<file path="src/rtl/stream_combiner2.sv">
// Two-stream sample combiner: pairs A/B samples in order and emits (a+b)/2.
// Define STREAM_COMBINER_ROUND_EN for round-half-up instead of truncation.
module stream_combiner2 #(
   parameter int DW    = 16,
   parameter int DEPTH = 4,
   parameter int CW    = 16
) (
   input  logic          clk,
   input  logic          rst,
   input  logic          a_valid,
   output logic          a_ready,
   input  logic [DW-1:0] a_data,
   input  logic          b_valid,
   output logic          b_ready,
   input  logic [DW-1:0] b_data,
   output logic          y_valid,
   input  logic          y_ready,
   output logic [DW-1:0] y_data,
   output logic          skew_err,
   output logic [CW-1:0] beat_cnt
);

   localparam int AW = $clog2(DEPTH);
   localparam logic [AW:0] OCC_FULL = (AW+1)'(DEPTH);

   logic [DW-1:0] mem_a_q [DEPTH];
   logic [DW-1:0] mem_b_q [DEPTH];
   logic [AW-1:0] wptr_a_q, wptr_a_d, rptr_a_q, rptr_a_d;
   logic [AW-1:0] wptr_b_q, wptr_b_d, rptr_b_q, rptr_b_d;
   logic [AW:0]   occ_a_q, occ_a_d, occ_b_q, occ_b_d;
   logic          run_q;
   logic          yv_q, yv_d;
   logic [DW-1:0] yd_q, yd_d;
   logic          skew_q, skew_d;
   logic [CW-1:0] cnt_q, cnt_d;

   logic          push_a, push_b, pop;
   logic [DW:0]   sum;

   // Ready is held low from reset until the first edge after release.
   assign a_ready = run_q && (occ_a_q != OCC_FULL);
   assign b_ready = run_q && (occ_b_q != OCC_FULL);

   assign push_a = a_valid && a_ready;
   assign push_b = b_valid && b_ready;
   assign pop    = (occ_a_q != '0) && (occ_b_q != '0) &&
                   (!yv_q || y_ready);

   always_comb begin
      sum = {mem_a_q[rptr_a_q][DW-1], mem_a_q[rptr_a_q]} +
            {mem_b_q[rptr_b_q][DW-1], mem_b_q[rptr_b_q]};
`ifdef STREAM_COMBINER_ROUND_EN
      sum = sum + (DW+1)'(1);
`endif
   end

   always_comb begin
      wptr_a_d = wptr_a_q;
      wptr_b_d = wptr_b_q;
      rptr_a_d = rptr_a_q;
      rptr_b_d = rptr_b_q;
      yv_d     = yv_q;
      yd_d     = yd_q;
      cnt_d    = cnt_q;
      skew_d   = skew_q;
      occ_a_d  = occ_a_q + {{AW{1'b0}}, push_a} - {{AW{1'b0}}, pop};
      occ_b_d  = occ_b_q + {{AW{1'b0}}, push_b} - {{AW{1'b0}}, pop};
      if (push_a) wptr_a_d = wptr_a_q + AW'(1);
      if (push_b) wptr_b_d = wptr_b_q + AW'(1);
      if (pop) begin
         rptr_a_d = rptr_a_q + AW'(1);
         rptr_b_d = rptr_b_q + AW'(1);
         yv_d     = 1'b1;
         yd_d     = sum[DW:1];
      end else if (yv_q && y_ready) begin
         yv_d = 1'b0;
      end
      if (yv_q && y_ready) cnt_d = cnt_q + CW'(1);
      if (((occ_a_q == OCC_FULL) && (occ_b_q == '0)) ||
          ((occ_b_q == OCC_FULL) && (occ_a_q == '0)))
         skew_d = 1'b1;
   end

   always_ff @(posedge clk or posedge rst) begin
      if (rst) begin
         wptr_a_q <= '0;
         wptr_b_q <= '0;
         rptr_a_q <= '0;
         rptr_b_q <= '0;
         occ_a_q  <= '0;
         occ_b_q  <= '0;
         run_q    <= 1'b0;
         yv_q     <= 1'b0;
         yd_q     <= '0;
         skew_q   <= 1'b0;
         cnt_q    <= '0;
      end else begin
         wptr_a_q <= wptr_a_d;
         wptr_b_q <= wptr_b_d;
         rptr_a_q <= rptr_a_d;
         rptr_b_q <= rptr_b_d;
         occ_a_q  <= occ_a_d;
         occ_b_q  <= occ_b_d;
         run_q    <= 1'b1;
         yv_q     <= yv_d;
         yd_q     <= yd_d;
         skew_q   <= skew_d;
         cnt_q    <= cnt_d;
      end
   end

   // Storage needs no reset; pointers and occupancy define validity.
   always_ff @(posedge clk) begin
      if (push_a) mem_a_q[wptr_a_q] <= a_data;
      if (push_b) mem_b_q[wptr_b_q] <= b_data;
   end

   assign y_valid  = yv_q;
   assign y_data   = yd_q;
   assign skew_err = skew_q;
   assign beat_cnt = cnt_q;

endmodule

</file>
<file path="config.mk">
export PLATFORM = sky130hd
export DESIGN_NAME = stream_combiner2
export DESIGN_NICKNAME = d
export VERILOG_FILES = /design/src/rtl/stream_combiner2.sv
export SDC_FILE = /design/constraint.sdc
export NUM_CORES = 1
export LEC_CHECK = 0
export BUFFER_PORTS_ARGS = -buffer_cell sky130_fd_sc_hd__buf_4
export CAP_MARGIN = 20
export CORE_ASPECT_RATIO = 0.8
export CORE_UTILIZATION = 35
export DETAILED_ROUTE_END_ITERATION = 8
export HOLD_SLACK_MARGIN = 0.05
export PLACE_DENSITY = 0.56
export SLEW_MARGIN = 40
export SYNTH_ARGS = -nofsm -noshare
export SYNTH_HDL_FRONTEND = slang
export SYNTH_SLANG_ARGS = --single-unit
</file>
<file path="constraint.sdc">
create_clock -name clk -period 4.3 [get_ports clk]
set_clock_uncertainty 0.05 [all_clocks]
set_input_delay 0.86 -clock clk [delete_from_list [all_inputs] [get_ports clk]]
set_output_delay 0.86 -clock clk [all_outputs]
set_load 0.02 [all_outputs]
</file>
## After elaboration in Yosys (flattened, before gate mapping)

Memory sizes are Yosys's and may differ from the RTL's.
Index checks and enable logic that the tools add are counted.

- Register bits: 49
- Output and inout bits: 36
- Memories: 2
- Logic and storage cells: 50
- RAM bits: 128
- Bits of input ports: 37

Memory list:

| name | words | width | rd ports | clocked after Yosys merged registers in | wr ports | RTL line | text |
|---|---|---|---|---|---|---|---|
| mem_a_q | 4 | 16 | 1 | 0 | 1 | 26 | `logic [DW-1:0] mem_a_q [DEPTH];` |
| mem_b_q | 4 | 16 | 1 | 0 | 1 | 27 | `logic [DW-1:0] mem_b_q [DEPTH];` |

- Equal/unequal tests: 4
- Reduce and logical (&&, ||, !) cells: 17
- Muxes and demuxes: 6
- $add $sub $neg: 10

Operators with widths:

| kind | number |
|---|---|
| $add A16 B16 Y17 | 1 |
| $add A16 B1 Y16 const B | 1 |
| $logic_and A1 B1 Y1 | 9 |
| $add A2 B1 Y2 const B | 4 |
| $add A3 B1 Y3 | 2 |
| $eq A3 B3 Y1 const B | 2 |
| $logic_not A3 Y1 | 2 |
| $mux W1 | 6 |
| $ne A3 B3 Y1 const B | 2 |
| $reduce_bool A3 Y1 | 2 |
| $sub A3 B1 Y3 | 2 |
| $logic_or A1 B1 Y1 | 2 |
| $reduce_bool A2 Y1 | 1 |
| $logic_not A1 Y1 | 1 |

## Logic depth before layout (Yosys ltp)

- Word-level depth: 5
- Mapped depth: 12
- Depth with buffers taken out: 10

## Least setup slack after synthesis

Ideal clock, no wire load.

- Path type: register to register
- Start: register rptr_a_q[0]
- End: register yd_q[14] (netlist: y_data[14])
- Setup time: 124 ps
- Clock period less this slack: 3271 ps
- Stages on the path, launching flop included: 12
- Buffers on the path: 3
- Setup slack: 1029 ps
- Data required time: 4126 ps
- Arrival: 3097 ps
- Cells stage by stage: dfrtp_1 > buf_6 > buf_1 > mux4_2 > ha_1 > clkbuf_1 > o21a_1 > a21oi_1 > o21ai_0 > a31oi_1 > mux2i_1 > a211o_1

- Longest elaborated chain between the ends: 2

RTL lines:

| what | RTL line | text |
|---|---|---|
| from (decl) | 28 | `logic [AW-1:0] wptr_a_q, wptr_a_d, rptr_a_q, rptr_a_d;` |
| from (signal assigned) | 100 | `rptr_a_q <= rptr_a_d;` |
| $mem_v2 Z4 W16 | - |  |
| $add A16 B16 Y17 | 50 | `sum = {mem_a_q[rptr_a_q][DW-1], mem_a_q[rptr_a_q]} +` |
| to (signal assigned) | 106 | `yd_q <= yd_d;` |
| to (decl) | 33 | `logic [DW-1:0] yd_q, yd_d;` |

Every way passes these cells.
A chain may end at the register's enable or synchronous reset.

## Worst setup path in the final report

- Start: register rptr_b_q[0]
- End: register yd_q[14] (netlist: y_data[14])

- Longest elaborated chain between the ends: 2

RTL lines:

| what | RTL line | text |
|---|---|---|
| from (decl) | 29 | `logic [AW-1:0] wptr_b_q, wptr_b_d, rptr_b_q, rptr_b_d;` |
| from (signal assigned) | 101 | `rptr_b_q <= rptr_b_d;` |
| $mem_v2 Z4 W16 | - |  |
| $add A16 B16 Y17 | 50 |  |

Every way passes these cells.

==> flow_summary.ini <==
[routing]
wl_per_cell_um = 17.64
wl_met2_mm = 6.765
first_pass_iters = 5
num_vias = 4087
dr.max_layer_used = met4
vias_per_cell = 4.906
drtAntennaViolNets = 0
met1_length_mm = 7.103
wirelength_mm = 14.69
first_iter_violations = 328
drc_errors = 0
met3WireLength_um = 737

[floorplan]
dieWidth_um = 167.0
fp.coreArea_um2 = 20990
io_pins = 73
row_count = 47
die_area_um2 = 22370
die_h_um = 134.0
start_util = 0.3630

[worst_setup_path]
worst-path-max-fanout = 12
rrSetupSlack_ns = 0.95
critPathRequiredTime_ns = 4.55
end_kind = register
worst_ep_arrival_time_ns = 3.60
critPathLaunchType = register
crit_type = reg -> reg

[power_and_ir_drop]
intPower_mw = 4.347
vdd_drop_max_v = 0.0002823
p_switching_mw = 2.500
clkPwrFrac = 0.218
power.total_mw = 6.846
power.density_nw_per_um2 = 757.2
leakage_nw = 3.411
power.share.switching = 0.3651
seqPwrFrac = 0.351
power_frac_comb = 0.431

[synthesis]
synth-edff-count = 128
synthFlopType = edfxtp_1
synth-async-reset-ratio = 0.2768
syn_nets = 538
syn_area_um2 = 7620
ys_types = 54
ys_seq_elements = 177
seq_area_frac_synth = 0.6654
netlist_instances = 470
yosysWarningCount = 0
syn_area_per_cell_um2 = 16.21

[place]
placed_cell_area_um2 = 8473
io_buffers = 72
gp_congestion = 0.7952
dpl.hpwl_mm = 10.24
dp_cells = 801
post-place-ws_ns = 0.9618

[cts]
clkTransAtPathRegs_ns = 0.07
htreeDepth = 4
root_buffer = clkbuf_16
cts_buffers = 17
clockBufferDepth = 2
cts_hold_buf = 0
postCtsSetupBuffers = 0
clkSinkCount = 177
cts_resized = 0
cts_tree = yes
insertion_delay_ns = 0.42

[global_routing]
grt_usage = 0.1418
grt_pass1_wl_mm = 23.74
grt_pass1_vias = 4205
grt-ovfl-total = 0
grt_max_degree = 50
antenna_found_initial = 0

[timing]
slew_headroom = 0.5196
fin_ws_ns = 0.9535
period_needed_ns = 3.346
rsz0062_at_grt = no
hold_viol_final = 0
finalCritPeriodShare = 0.7783
clock.fmax_ghz = 0.2988
holdWs_ns = 0.4249
tightest_slew_ns = 0.7206
setup_tns_ns = 0
final-max-slew-violation-count = 0
finalSetupViolCount = 0

[cells_and_area]
syn2layout_area_growth_pct = 18.65
num_antenna_cells = 0
fin_cells = 833
final_nets = 619
fin_area_um2 = 9041
drive_gt1_frac = 0.2606
post-route-util = 0.4307

[run_status]
status = completed

[job]
max_cap_viol_count = 0

[hold_path]
hp-class = reg -> reg
[cell usage in the layout, fill, tap and decap left out, drive strengths merged, types with 2 or more instances in the layout]
cell type | synthesis | routed
edfxtp | 128 | 128
buf | 7 | 77
dfrtp | 49 | 49
mux4 | 32 | 32
nand2 | 28 | 28
ha | 28 | 28
xnor2 | 26 | 26
inv | 18 | 22
clkbuf | 8 | 20
a21oi | 18 | 18
o21ai | 17 | 17
nand3 | 11 | 11
nor2 | 10 | 10
nor3 | 9 | 9
and3 | 9 | 9
xor2 | 6 | 6
nand4 | 5 | 5
o21bai | 5 | 5
clkinv | 0 | 5
and2 | 4 | 4
or3 | 4 | 4
a21o | 4 | 4
nor3b | 4 | 4
nand2b | 3 | 3
a31oi | 3 | 3
fa | 3 | 3
or4 | 2 | 2
o311ai | 2 | 2
a211oi | 2 | 2
o211ai | 2 | 2
a211o | 2 | 2
nor2b | 2 | 2
a21boi | 2 | 2
bufinv | 0 | 2
[metal layers]
metal	up-vias	GRT usage
li1	1975	-
met3	5	0.03423
met1	2018	0.1997
met5	-	0
met4	0	0.04475
met2	89	0.2169
[cell type report]
cell class                 instances  area (um^2)
clock inverter                    12        130.1
tap                              269        336.6
sequential                       177         5070
clock buffer                      20        436.7
timing repair buffer              77        578.1
fill                            1834        11950
multi-input combinational        260         2420
inverter                          18        70.07
[power groups by stage]
stage,Sequential (mW),Clock [mW],Combinational (mW)
final,2.40,1.49,2.95
after global placement,2.44,0,2.91
after CTS,2.41,1.54,2.98
after floorplan,2.47,0,2.10
after detailed placement,2.45,0,2.96
after global routing,2.46,1.60,3.29
[critical path, cell delays in order, from the launching register on]
cell and delay (ns):
dfrtp_1 0.77, buf_4 0.31, mux4_2 0.52, ha_1 0.39, o21a_1 0.14, a21oi_1 0.28
o21ai_0 0.12, a31oi_1 0.25, mux2i_1 0.11, a211o_1 0.29
[flip-flops by register name, indices dropped and copies added (netlist names)]
register,count
mem_a_q,64
mem_b_q,64
beat_cnt,16
y_data,16
occ_a_q,3
occ_b_q,3
rptr_a_q,2
rptr_b_q,2
wptr_a_q,2
wptr_b_q,2
run_q,1
skew_err,1
y_valid,1
[final timing paths]
kind / to / start / depth (start not counted)
setup / recovery: y_data[14]$_DFFE_PP0P_ / rptr_b_q[0]$_DFFE_PP0P_ / 9
hold / removal: y_data[0]$_DFFE_PP0P_ / y_data[0]$_DFFE_PP0P_ / 2
min in group asynchronous: occ_b_q[0]$_DFF_PP0_ / rst / 2
max in group asynchronous: y_data[3]$_DFFE_PP0P_ / rst / 2
hold reg to reg: y_data[0]$_DFFE_PP0P_ / y_data[0]$_DFFE_PP0P_ / 2
setup reg to reg: y_data[14]$_DFFE_PP0P_ / rptr_b_q[0]$_DFFE_PP0P_ / 9
[synth_stat cells, drive strengths merged, types with 2 or more instances]
master / instances / area, um^2
a211oi: 2 / 15.01
xor2: 6 / 52.55
buf: 7 / 42.53
nor2: 10 / 37.54
edfxtp: 128 / 3844
nor2b: 2 / 12.51
nand2: 28 / 105.1
or4: 2 / 15.01
and2: 4 / 25.02
a21oi: 18 / 90.09
o21bai: 5 / 37.54
dfrtp: 49 / 1226
mux4: 32 / 743.2
nor3: 9 / 56.31
o211ai: 2 / 15.01
a21boi: 2 / 15.01
a21o: 4 / 30.03
ha: 28 / 350.3
nor3b: 4 / 30.03
xnor2: 26 / 227.7
a211o: 2 / 17.52
fa: 3 / 60.06
clkbuf: 8 / 30.03
and3: 9 / 56.30
nand4: 5 / 31.28
a31oi: 3 / 18.77
or3: 4 / 25.02
o311ai: 2 / 17.52
nand2b: 3 / 18.77
inv: 18 / 67.56
o21ai: 17 / 85.08
nand3: 11 / 55.05
[cells by family after synthesis]
logic type | Yosys count | share of synthesized area
xor+xnor | 32 | 0.03678
other cells | 1 | 0.0004921
simple gates | 98 | 0.06962
flops | 177 | 0.6654
mux | 34 | 0.1003
buf+inv | 33 | 0.01839
fa+ha+maj | 31 | 0.05386
compound gates | 64 | 0.05517
Note: power is estimated with default switching activity, not from simulation.
